===== config.mk =====
export PLATFORM = sky130hd
export DESIGN_NAME = freq_meter_2d_flat
export DESIGN_NICKNAME = d
export VERILOG_FILES = /design/src/rtl/freq_meter_pkg.sv /design/src/rtl/freq_meter_2d_if.sv /design/src/rtl/seg7_decoder.sv /design/src/rtl/freq_meter_2d.sv /design/src/flat_wrapper.sv
export SDC_FILE = /design/constraint.sdc
export NUM_CORES = 1
export LEC_CHECK = 0
export ABC_AREA = 1
export CORE_MARGIN = 2
export CORE_UTILIZATION = 40
export DETAILED_ROUTE_END_ITERATION = 7
export SETUP_SLACK_MARGIN = 0.4
export SLEW_MARGIN = 20
export SYNTH_ARGS = -nofsm -noshare
export SYNTH_HDL_FRONTEND = slang
export SYNTH_SLANG_ARGS = --single-unit

===== constraint.sdc =====
create_clock -name clk -period 3 [get_ports clk]
set_clock_uncertainty 0.1 [all_clocks]
set_input_delay 0.9 -clock clk [delete_from_list [all_inputs] [get_ports clk]]
set_output_delay 0.9 -clock clk [all_outputs]
set_load 0.01 [all_outputs]

===== src/rtl/freq_meter_pkg.sv =====
// Shared definitions for the 2-digit frequency meter.
//   SEG_BLANK / SEG_DIGIT : segment codes {a,b,c,d,e,f,g}, active-high
//   PHASE_ONES / PHASE_TENS : display scan phase encoding
//   conv_state_e : binary-to-BCD conversion FSM states
//   sat99() : clamps an edge count to the displayable range
package freq_meter_pkg;

   localparam logic [6:0] SEG_BLANK = 7'b0000000;

   localparam logic [6:0] SEG_DIGIT [10] = '{
      7'b1111110, 7'b0110000, 7'b1101101, 7'b1111001, 7'b0110011,
      7'b1011011, 7'b1011111, 7'b1110000, 7'b1111111, 7'b1111011
   };

   localparam logic PHASE_ONES = 1'b0;
   localparam logic PHASE_TENS = 1'b1;

   localparam logic [6:0] MAX_SHOWN = 7'd99;
   localparam logic [6:0] CNT_SAT   = 7'd100;

   typedef enum logic [1:0] {
      IDLE = 2'd0,
      CONV = 2'd1,
      LOAD = 2'd2
   } conv_state_e;

   function automatic logic [6:0] sat99(input logic [6:0] cnt);
      return (cnt > MAX_SHOWN) ? MAX_SHOWN : cnt;
   endfunction

endpackage


===== src/rtl/freq_meter_2d_if.sv =====
// Signal bundle between the frequency meter and its environment.
//   sig_in   : measured square wave (async to clk)
//   display  : segments {a..g}, active-high
//   enable   : one-hot digit enable, bit 0 = ones, bit 1 = tens
//   valid    : one-cycle pulse when new digits are loaded
//   overflow : last window counted more than 99 edges
//   freq_bin : last measured count, saturated at 99
// slave modport is the meter side, master modport the environment side.
interface freq_meter_2d_if;

   logic       sig_in;
   logic [6:0] display;
   logic [1:0] enable;
   logic       valid;
   logic       overflow;
   logic [6:0] freq_bin;

   modport slave (
      input  sig_in,
      output display, enable, valid, overflow, freq_bin
   );

   modport master (
      output sig_in,
      input  display, enable, valid, overflow, freq_bin
   );

endinterface


===== src/rtl/seg7_decoder.sv =====
// BCD to 7-segment decoder.
//   bcd : 4-bit digit; codes 10..15 produce a blank digit
//   seg : segments {a,b,c,d,e,f,g}, active-high
module seg7_decoder
   import freq_meter_pkg::*;
(
   input  logic [3:0] bcd,
   output logic [6:0] seg
);

   always_comb begin
      seg = SEG_BLANK;
      if (bcd <= 4'd9) begin
         seg = SEG_DIGIT[bcd];
      end
   end

endmodule


===== src/rtl/freq_meter_2d.sv =====
// 2-digit frequency meter: counts rising edges of bus.sig_in over a gate
// window of GATE_CYCLES clk cycles, converts the saturated count to BCD
// by repeated subtraction of 10, and scans both digits onto a shared
// 7-segment bus.
//   clk : system clock
//   rst : synchronous reset, active-high
//   bus : freq_meter_2d_if.slave (sig_in in; display, enable, valid,
//         overflow, freq_bin out)
// Optional build macro LEADING_ZERO_BLANK_EN: blanks the tens digit when it
// is zero (enable sequence unchanged).
//
// Conversion FSM
//   state | meaning
//   IDLE  | wait for gate_end, then seed rem with the saturated snapshot
//   CONV  | subtract 10 from rem per cycle, counting tens
//   LOAD  | copy tens/rem into the digit registers, pulse valid
module freq_meter_2d
   import freq_meter_pkg::*;
#(
   parameter int unsigned CLK_HZ      = 27_000_000,
   parameter int unsigned GATE_CYCLES = 27_000_000,
   parameter int unsigned SCAN_DIV    = 225_000
) (
   input  logic            clk,
   input  logic            rst,
   freq_meter_2d_if.slave  bus
);

   localparam int unsigned GW = (GATE_CYCLES > 1) ? $clog2(GATE_CYCLES) : 1;
   localparam int unsigned SW = (SCAN_DIV > 1) ? $clog2(SCAN_DIV) : 1;
   localparam logic [GW-1:0] GATE_LAST = GW'(GATE_CYCLES - 1);
   localparam logic [SW-1:0] SCAN_LAST = SW'(SCAN_DIV - 1);

   // The conversion of 99 takes 11 cycles; a shorter gate would let the
   // next gate_end arrive before the FSM is back in IDLE.
   if (GATE_CYCLES < 16 || SCAN_DIV < 1 || CLK_HZ < 4) begin : g_param_check
      $error("freq_meter_2d: need GATE_CYCLES >= 16, SCAN_DIV >= 1, CLK_HZ >= 4");
   end

   logic            sync1_q, sync1_d;
   logic            sync2_q, sync2_d;
   logic            sync3_q, sync3_d;
   logic            edge_q, edge_d;
   logic [GW-1:0]   gate_cnt_q, gate_cnt_d;
   logic [6:0]      edge_cnt_q, edge_cnt_d;
   logic            ovf_q, ovf_d;
   logic [6:0]      freq_bin_q, freq_bin_d;
   logic            overflow_q, overflow_d;
   conv_state_e     state_q, state_d;
   logic [6:0]      rem_q, rem_d;
   logic [3:0]      tens_q, tens_d;
   logic [3:0]      digit_ones_q, digit_ones_d;
   logic [3:0]      digit_tens_q, digit_tens_d;
   logic [SW-1:0]   scan_cnt_q, scan_cnt_d;
   logic            phase_q, phase_d;

   logic            gate_end;
   logic [6:0]      cnt_incl;
   logic            ovf_incl;
   logic [6:0]      snap_sat;
   logic            valid;
   logic [1:0]      enable;
   logic [3:0]      shown_digit;
   logic [6:0]      seg;

   // Two-flop synchronizer, then a registered rising-edge detector.
   always_comb begin
      sync1_d = bus.sig_in;
      sync2_d = sync1_q;
      sync3_d = sync2_q;
      edge_d  = sync2_q & ~sync3_q;
   end

   // cnt_incl already contains an edge seen on this cycle, so an edge on the
   // gate_end cycle lands in the closing window and the counter can restart
   // from zero on the next cycle without dropping anything.
   always_comb begin
      gate_end   = (gate_cnt_q == GATE_LAST);
      gate_cnt_d = gate_end ? '0 : gate_cnt_q + GW'(1);

      cnt_incl = edge_cnt_q;
      if (edge_q && (edge_cnt_q != CNT_SAT)) begin
         cnt_incl = edge_cnt_q + 7'd1;
      end
      ovf_incl = ovf_q | (cnt_incl > MAX_SHOWN);
      snap_sat = sat99(cnt_incl);

      edge_cnt_d = gate_end ? '0 : cnt_incl;
      ovf_d      = gate_end ? 1'b0 : ovf_incl;
      freq_bin_d = gate_end ? snap_sat : freq_bin_q;
      overflow_d = gate_end ? ovf_incl : overflow_q;
   end

   always_comb begin : fsm_next
      state_d = state_q;
      case (state_q)
         IDLE:    if (gate_end) state_d = CONV;
         CONV:    if (rem_q < 7'd10) state_d = LOAD;
         LOAD:    state_d = IDLE;
         default: state_d = IDLE;
      endcase
   end

   always_comb begin : fsm_out
      rem_d        = rem_q;
      tens_d       = tens_q;
      digit_ones_d = digit_ones_q;
      digit_tens_d = digit_tens_q;
      valid        = 1'b0;
      case (state_q)
         IDLE: begin
            if (gate_end) begin
               rem_d  = snap_sat;
               tens_d = '0;
            end
         end
         CONV: begin
            if (rem_q >= 7'd10) begin
               rem_d  = rem_q - 7'd10;
               tens_d = tens_q + 4'd1;
            end
         end
         LOAD: begin
            digit_tens_d = tens_q;
            digit_ones_d = rem_q[3:0];
            valid        = 1'b1;
         end
         default: ;
      endcase
   end

   always_comb begin
      scan_cnt_d = scan_cnt_q + SW'(1);
      phase_d    = phase_q;
      if (scan_cnt_q == SCAN_LAST) begin
         scan_cnt_d = '0;
         phase_d    = ~phase_q;
      end
   end

   // enable and the digit select come from the same phase flop, so they
   // always switch together.
   always_comb begin
      if (phase_q == PHASE_TENS) begin
         enable      = 2'b10;
         shown_digit = digit_tens_q;
`ifdef LEADING_ZERO_BLANK_EN
         // Non-BCD code: the decoder turns it into a blank digit.
         if (digit_tens_q == 4'd0) shown_digit = 4'hF;
`endif
      end else begin
         enable      = 2'b01;
         shown_digit = digit_ones_q;
      end
   end

   seg7_decoder u_seg7_decoder (
      .bcd (shown_digit),
      .seg (seg)
   );

   always_ff @(posedge clk) begin
      if (rst) begin
         sync1_q      <= 1'b0;
         sync2_q      <= 1'b0;
         sync3_q      <= 1'b0;
         edge_q       <= 1'b0;
         gate_cnt_q   <= '0;
         edge_cnt_q   <= '0;
         ovf_q        <= 1'b0;
         freq_bin_q   <= '0;
         overflow_q   <= 1'b0;
         state_q      <= IDLE;
         rem_q        <= '0;
         tens_q       <= '0;
         digit_ones_q <= '0;
         digit_tens_q <= '0;
         scan_cnt_q   <= '0;
         phase_q      <= PHASE_ONES;
      end else begin
         sync1_q      <= sync1_d;
         sync2_q      <= sync2_d;
         sync3_q      <= sync3_d;
         edge_q       <= edge_d;
         gate_cnt_q   <= gate_cnt_d;
         edge_cnt_q   <= edge_cnt_d;
         ovf_q        <= ovf_d;
         freq_bin_q   <= freq_bin_d;
         overflow_q   <= overflow_d;
         state_q      <= state_d;
         rem_q        <= rem_d;
         tens_q       <= tens_d;
         digit_ones_q <= digit_ones_d;
         digit_tens_q <= digit_tens_d;
         scan_cnt_q   <= scan_cnt_d;
         phase_q      <= phase_d;
      end
   end

   assign bus.display  = seg;
   assign bus.enable   = enable;
   assign bus.valid    = valid;
   assign bus.overflow = overflow_q;
   assign bus.freq_bin = freq_bin_q;

endmodule


===== src/flat_wrapper.sv =====
// flat-port wrapper written by rule: the top's interface ports become plain ports
module freq_meter_2d_flat import freq_meter_pkg::*;
#(
   parameter int unsigned CLK_HZ      = 27_000_000,
   parameter int unsigned GATE_CYCLES = 27_000_000,
   parameter int unsigned SCAN_DIV    = 225_000
)
  (clk, rst, bus_sig_in, bus_display, bus_enable, bus_valid, bus_overflow, bus_freq_bin);
  freq_meter_2d_if bus_i ();
  input  logic clk;
  input  logic rst;
  input wire logic [$bits(bus_i.sig_in)-1:0] bus_sig_in;
  output wire logic [$bits(bus_i.display)-1:0] bus_display;
  output wire logic [$bits(bus_i.enable)-1:0] bus_enable;
  output wire logic [$bits(bus_i.valid)-1:0] bus_valid;
  output wire logic [$bits(bus_i.overflow)-1:0] bus_overflow;
  output wire logic [$bits(bus_i.freq_bin)-1:0] bus_freq_bin;
  assign bus_i.sig_in = bus_sig_in;
  assign bus_display = bus_i.display;
  assign bus_enable = bus_i.enable;
  assign bus_valid = bus_i.valid;
  assign bus_overflow = bus_i.overflow;
  assign bus_freq_bin = bus_i.freq_bin;
  freq_meter_2d #(.CLK_HZ(CLK_HZ), .GATE_CYCLES(GATE_CYCLES), .SCAN_DIV(SCAN_DIV)) u_core (.clk(clk), .rst(rst), .bus(bus_i));
endmodule

==> results <==
- The flow ran to the end, and the final reports show no timing, DRC or antenna violations.
- 0 antenna diodes ended up in the layout.
- After filler insertion, the fill cell instance count of the layout stands at approximately 1,100.
- The vertical die dimension is 108 um.
- Sorting the synthesized cells by how often they occur yields 131 x sky130_fd_sc_hd__nand2_1, 89 x sky130_fd_sc_hd__nor2_1, 85 x sky130_fd_sc_hd__dfxtp_1, 73 x sky130_fd_sc_hd__inv_1, 39 x sky130_fd_sc_hd__a21oi_1.
- The fmax is 0.346 GHz.
- The tightest hold path in the finished design has a slack of 0.300 ns.
- The number of iterations in the first detailed-routing pass is 5.
- The worst hold path belongs to the class reg2reg.
- The clock network fraction of design power is between 30% and 40%.
- The worst setup path is launched from a register.
- The overall die area is between 0.01 and 0.015 mm2.
- Clock tree synthesis selected as its root buffer the cell sky130_fd_sc_hd__clkbuf_8.
- At the worst endpoint, the arrival time is 1.89 ns.
- Wires add up to 9.85 mm.
- From synthesis to final layout, the design area changed by 18.1%.
- For this run, the post-layout net count is between 600 and 700.
- The count of hold-fix buffers inserted at cts is 0.
- The total global routing overflow is 0.
- The maximum number of buffers from clock root to sink is 2.
- Along the worst path, the maximum fanout reaches 5.
- Of the cells placed in the final design, the portion with a size suffix greater than 1 is 16.9%.
- After synthesis the cells add up to 0.00436 mm2.
- The global placement routability congestion is 0.898.
- The number of sinks handled by clock tree synthesis is 85.
- The share of the Yosys chip area taken by registers is between 30% and 40%.
- The remaining antenna violation count after routing is 0.
- The via total after detailed routing is 3,879.
- Leaving out filler cells and counting taps, the final layout contains 796.
- The share of total power in combinational logic is 3.0%.
- The switching fraction of total power is 23.3%.
- The clock tree from TritonCTS is done.
- The reported net switching power is 462 uW.
- For flop-to-flop paths, the worst setup slack is 0.94 ns.
- The initial utilization of the core area, before any placement, comes to 40.6%.
- The first global-routing pass estimated 16.7 mm of wire.
- In this run the power density over the cells is 385 mW/mm2.
- By area the synthesized netlist is led by sky130_fd_sc_hd__dfxtp_1 39%, sky130_fd_sc_hd__nand2_1 11%, sky130_fd_sc_hd__nor2_1 7.7%.
- 21 I/O pins were placed.
- In the global route stage, overall resource usage came out at 17.9%.
- In this run the mean area of a mapped cell was 7.09 um2.
- TritonCTS created 9 clock buffers.
- Summing all multi-input logic gate instances after layout gives ~0.0024 mm2.
- Setup repair after global routing could not meet its margin everywhere.
- The number of violations reported at the end of detailed-routing iteration 0 is just over 200.
- The smallest clock period supported by the final layout is computed as approximately 2.9 ns.
- Max-cap violations in this run came to 0.
- The post-route fraction of the period consumed by the critical path is a little over nine tenths.
- The floorplan has 38 rows.
- The initial antenna violation count came to 0.
- The number of pins with negative max-slew slack in the final report is 0.
- In the synthesized netlist, the number of instances is 615.
- In the final layout, flip-flops and latches occupy about 0.0017 mm2.
- The endpoint required time on the critical path is approximately 2.0 ns.
- For this run, asynchronously set or reset flops after synthesis account for 0%.
- The post-CTS clock slew at the launch and capture registers of the worst setup and hold paths is about 0.090 ns.
- The synthesized design contains 85 register bits.
- In this run, distinct cell masters in the synthesized netlist total 46.
- The hold violation count in the final report came to 0.
- The internal power of the cells is 1.52 mW.
- The final cell utilization of the core is between 40% and 50%.
- The number of warnings reported in the yosys synthesis log is 0.
- The total number of H-tree levels is 3.
- The HPWL after detailed placement is approximately 7.0 mm.
- The number of nets in the synthesized netlist is 628.
- Entering global routing, the biggest net connects 16 pins.
- The routed wire length per instance is approximately 12 um.
- Across the VDD grid, the largest voltage drop is 0.221 mV.
- At the pin with the least slew margin, the transition time is 0.374 ns.
- The normalized max-slew margin is between 70 and 80%.
- Before CTS, the worst setup slack after placement is -0.102 ns.
- Setup violations remaining at the end of the flow were counted as 0.
- In the final timing run, aggregate negative setup slack is 0 ns.
- After layout, the worst setup slack is 0.108 ns.
- The placeable core region is approximately 0.011 mm2.
- Dividing the detail-routed via count by the number of cells gives 4.87.
- The post-detailed-route DRC marker count is 0.
- Port buffering added 20 buffers.
- The leakage component of the power is between 2 and 2.5 nW.
- The number of global-route vias before repair is 3,655.
- Yosys mapped a number of flops with a built-in enable equal to 0.
- The cell total after placement is 770.
- The biggest area consumer among synthesized cells is sky130_fd_sc_hd__dfxtp_1.
- The worst setup path is of the reg2out kind.
- Per report_power, the sequential group accounts for 57.8% of the total.
- The element type at the critical path end is an output port.
- By instance count, the leading cell after synthesis is sky130_fd_sc_hd__nand2_1.
- The dominant synthesized flop cell is sky130_fd_sc_hd__dfxtp_1.
- The width of the chip is 108 um.
- The top cell type's share of synthesized area is approximately two fifths.
- The later-pin clock latency in the skew report is between 0.3 and 0.4 ns.
==> power groups by stage <==
stage / registers [mW] / clock network (mW) / logic (mW)
6_report: 1.14 / 0.777 / 0.0599
2_1_floorplan: 1.17 / 0 / 0.0423
5_1_grt: 1.15 / 0.862 / 0.0683
3_5_place_dp: 1.17 / 0 / 0.0607
3_3_place_gp: 1.17 / 0 / 0.0593
4_1_cts: 1.14 / 0.808 / 0.0611
==> final cells by class <==
type / count / area share, %
tap: 140 / 3.40
clock inverter: 3 / 0.389
clock buffer: 12 / 3.21
inverter: 81 / 6.00
sequential: 85 / 33.1
timing repair buffer: 39 / 6.58
multi-input combinational: 436 / 47.3
==> what timing repair did <==
item,CTS,global route
gates resized for setup,55,18
setup buffers,7,4
setup endpoints to repair,8,8
pin swaps,10,7
==> per-layer routing <==
| metal | vias to the layer above | part of all wire (%) | global-route usage (%) |
|---|---|---|---|
| li1 | 2052 | - | - |
| met1 | 1776 | 47 | 22.6 |
| met2 | 40 | 49 | 29.5 |
| met3 | 11 | 2.9 | 4.34 |
| met4 | 0 | 1.6 | 7.14 |
| met5 | - | 0 | 0 |
==> critical path, stage by stage, from the launching register on <==
cell and delay [ns]:
sky130_fd_sc_hd__dfxtp_4 0.37, sky130_fd_sc_hd__inv_2 0.04, sky130_fd_sc_hd__buf_4 0.14, sky130_fd_sc_hd__or2_4 0.24, sky130_fd_sc_hd__o21ai_4 0.12, sky130_fd_sc_hd__inv_2 0.11, sky130_fd_sc_hd__nor2_1 0.24, sky130_fd_sc_hd__o31ai_4 0.10
sky130_fd_sc_hd__inv_1 0.06, sky130_fd_sc_hd__buf_2 0.12
==> state kept, by name (all words and copies together), names as in the netlist <==
name,count
u_core.phase_q,1
u_core.edge_cnt_q,7
u_core.scan_cnt_q,18
u_core.digit_ones_q,4
u_core.edge_q,1
u_core.rem_q,7
u_core.bus.freq_bin,7
u_core.sync1_q,1
u_core.gate_cnt_q,25
u_core.state_q,2
u_core.sync3_q,1
u_core.tens_q,4
u_core.sync2_q,1
u_core.bus.overflow,1
u_core.ovf_q,1
u_core.digit_tens_q,4
==> metrics by stage <==
stage	power, mW	area (um2)
global route	2.08	5150
global placement	1.23	4730
finish	1.98	5150
CTS	2.01	5020
detailed placement	1.23	4730
floorplan	1.21	4360
==> cells by family (layout without fill, tap and decap cells) <==
| family | after synthesis | in the layout | share of synthesized area, % |
|---|---|---|---|
| AO/OA/AOI/OAI | 85 | 85 | 10.9 |
| buffers and inverters | 94 | 135 | 8.90 |
| adder cells (fa/ha/maj) | 10 | 10 | 2.87 |
| AND/OR/NAND/NOR | 329 | 329 | 35.9 |
| flip-flops | 85 | 85 | 39.0 |
| XOR/XNOR | 12 | 12 | 2.41 |
==> placed cells by master, fill, tap and decap left out, types with 2 or more instances in the layout <==
cell type                         count
sky130_fd_sc_hd__o21ai_4              5
sky130_fd_sc_hd__clkdlybuf4s50_1     12
sky130_fd_sc_hd__inv_4                2
sky130_fd_sc_hd__nor2_2               5
sky130_fd_sc_hd__nor2_1              86
sky130_fd_sc_hd__xnor2_1              5
sky130_fd_sc_hd__or2_0                3
sky130_fd_sc_hd__nor3_2               2
sky130_fd_sc_hd__o21ai_1              8
sky130_fd_sc_hd__nand2_2             11
sky130_fd_sc_hd__ha_4                 3
sky130_fd_sc_hd__clkbuf_8            12
sky130_fd_sc_hd__clkinvlp_4           2
sky130_fd_sc_hd__nand2_1            127
sky130_fd_sc_hd__buf_4               16
sky130_fd_sc_hd__nor3b_1              4
sky130_fd_sc_hd__nor2_4               5
sky130_fd_sc_hd__nand4_1             18
sky130_fd_sc_hd__buf_2                7
sky130_fd_sc_hd__buf_12               2
sky130_fd_sc_hd__a21oi_1             38
sky130_fd_sc_hd__nor4_1               6
sky130_fd_sc_hd__xor2_1               7
sky130_fd_sc_hd__or2_2                3
sky130_fd_sc_hd__clkinv_1             2
sky130_fd_sc_hd__nor3b_2              3
sky130_fd_sc_hd__nand2_4              4
sky130_fd_sc_hd__inv_1               70
sky130_fd_sc_hd__nor3_1              10
sky130_fd_sc_hd__nand3_2              2
sky130_fd_sc_hd__dfxtp_1             84
sky130_fd_sc_hd__o21ai_0             17
sky130_fd_sc_hd__or2_4                3
sky130_fd_sc_hd__inv_2                7
sky130_fd_sc_hd__ha_1                 7
sky130_fd_sc_hd__o31ai_1              2
sky130_fd_sc_hd__nand3_1             32
sky130_fd_sc_hd__a21oi_2              4
sky130_fd_sc_hd__o21ai_2              2
==> path summary, 6_finish.rpt <==
path / start / end / cells past startpoint
setup / recovery: u_core.phase_q$_SDFFE_PP0P_ / bus_display[0] / 9
hold / removal: u_core.sync3_q$_SDFF_PP0_ / u_core.edge_q$_SDFF_PP0_ / 1
setup reg to reg: u_core.rem_q[1]$_SDFFE_PP0P_ / u_core.tens_q[2]$_SDFFE_PP0P_ / 10
hold reg to reg: u_core.sync3_q$_SDFF_PP0_ / u_core.edge_q$_SDFF_PP0_ / 1
Power figures use the tool's default switching activity.
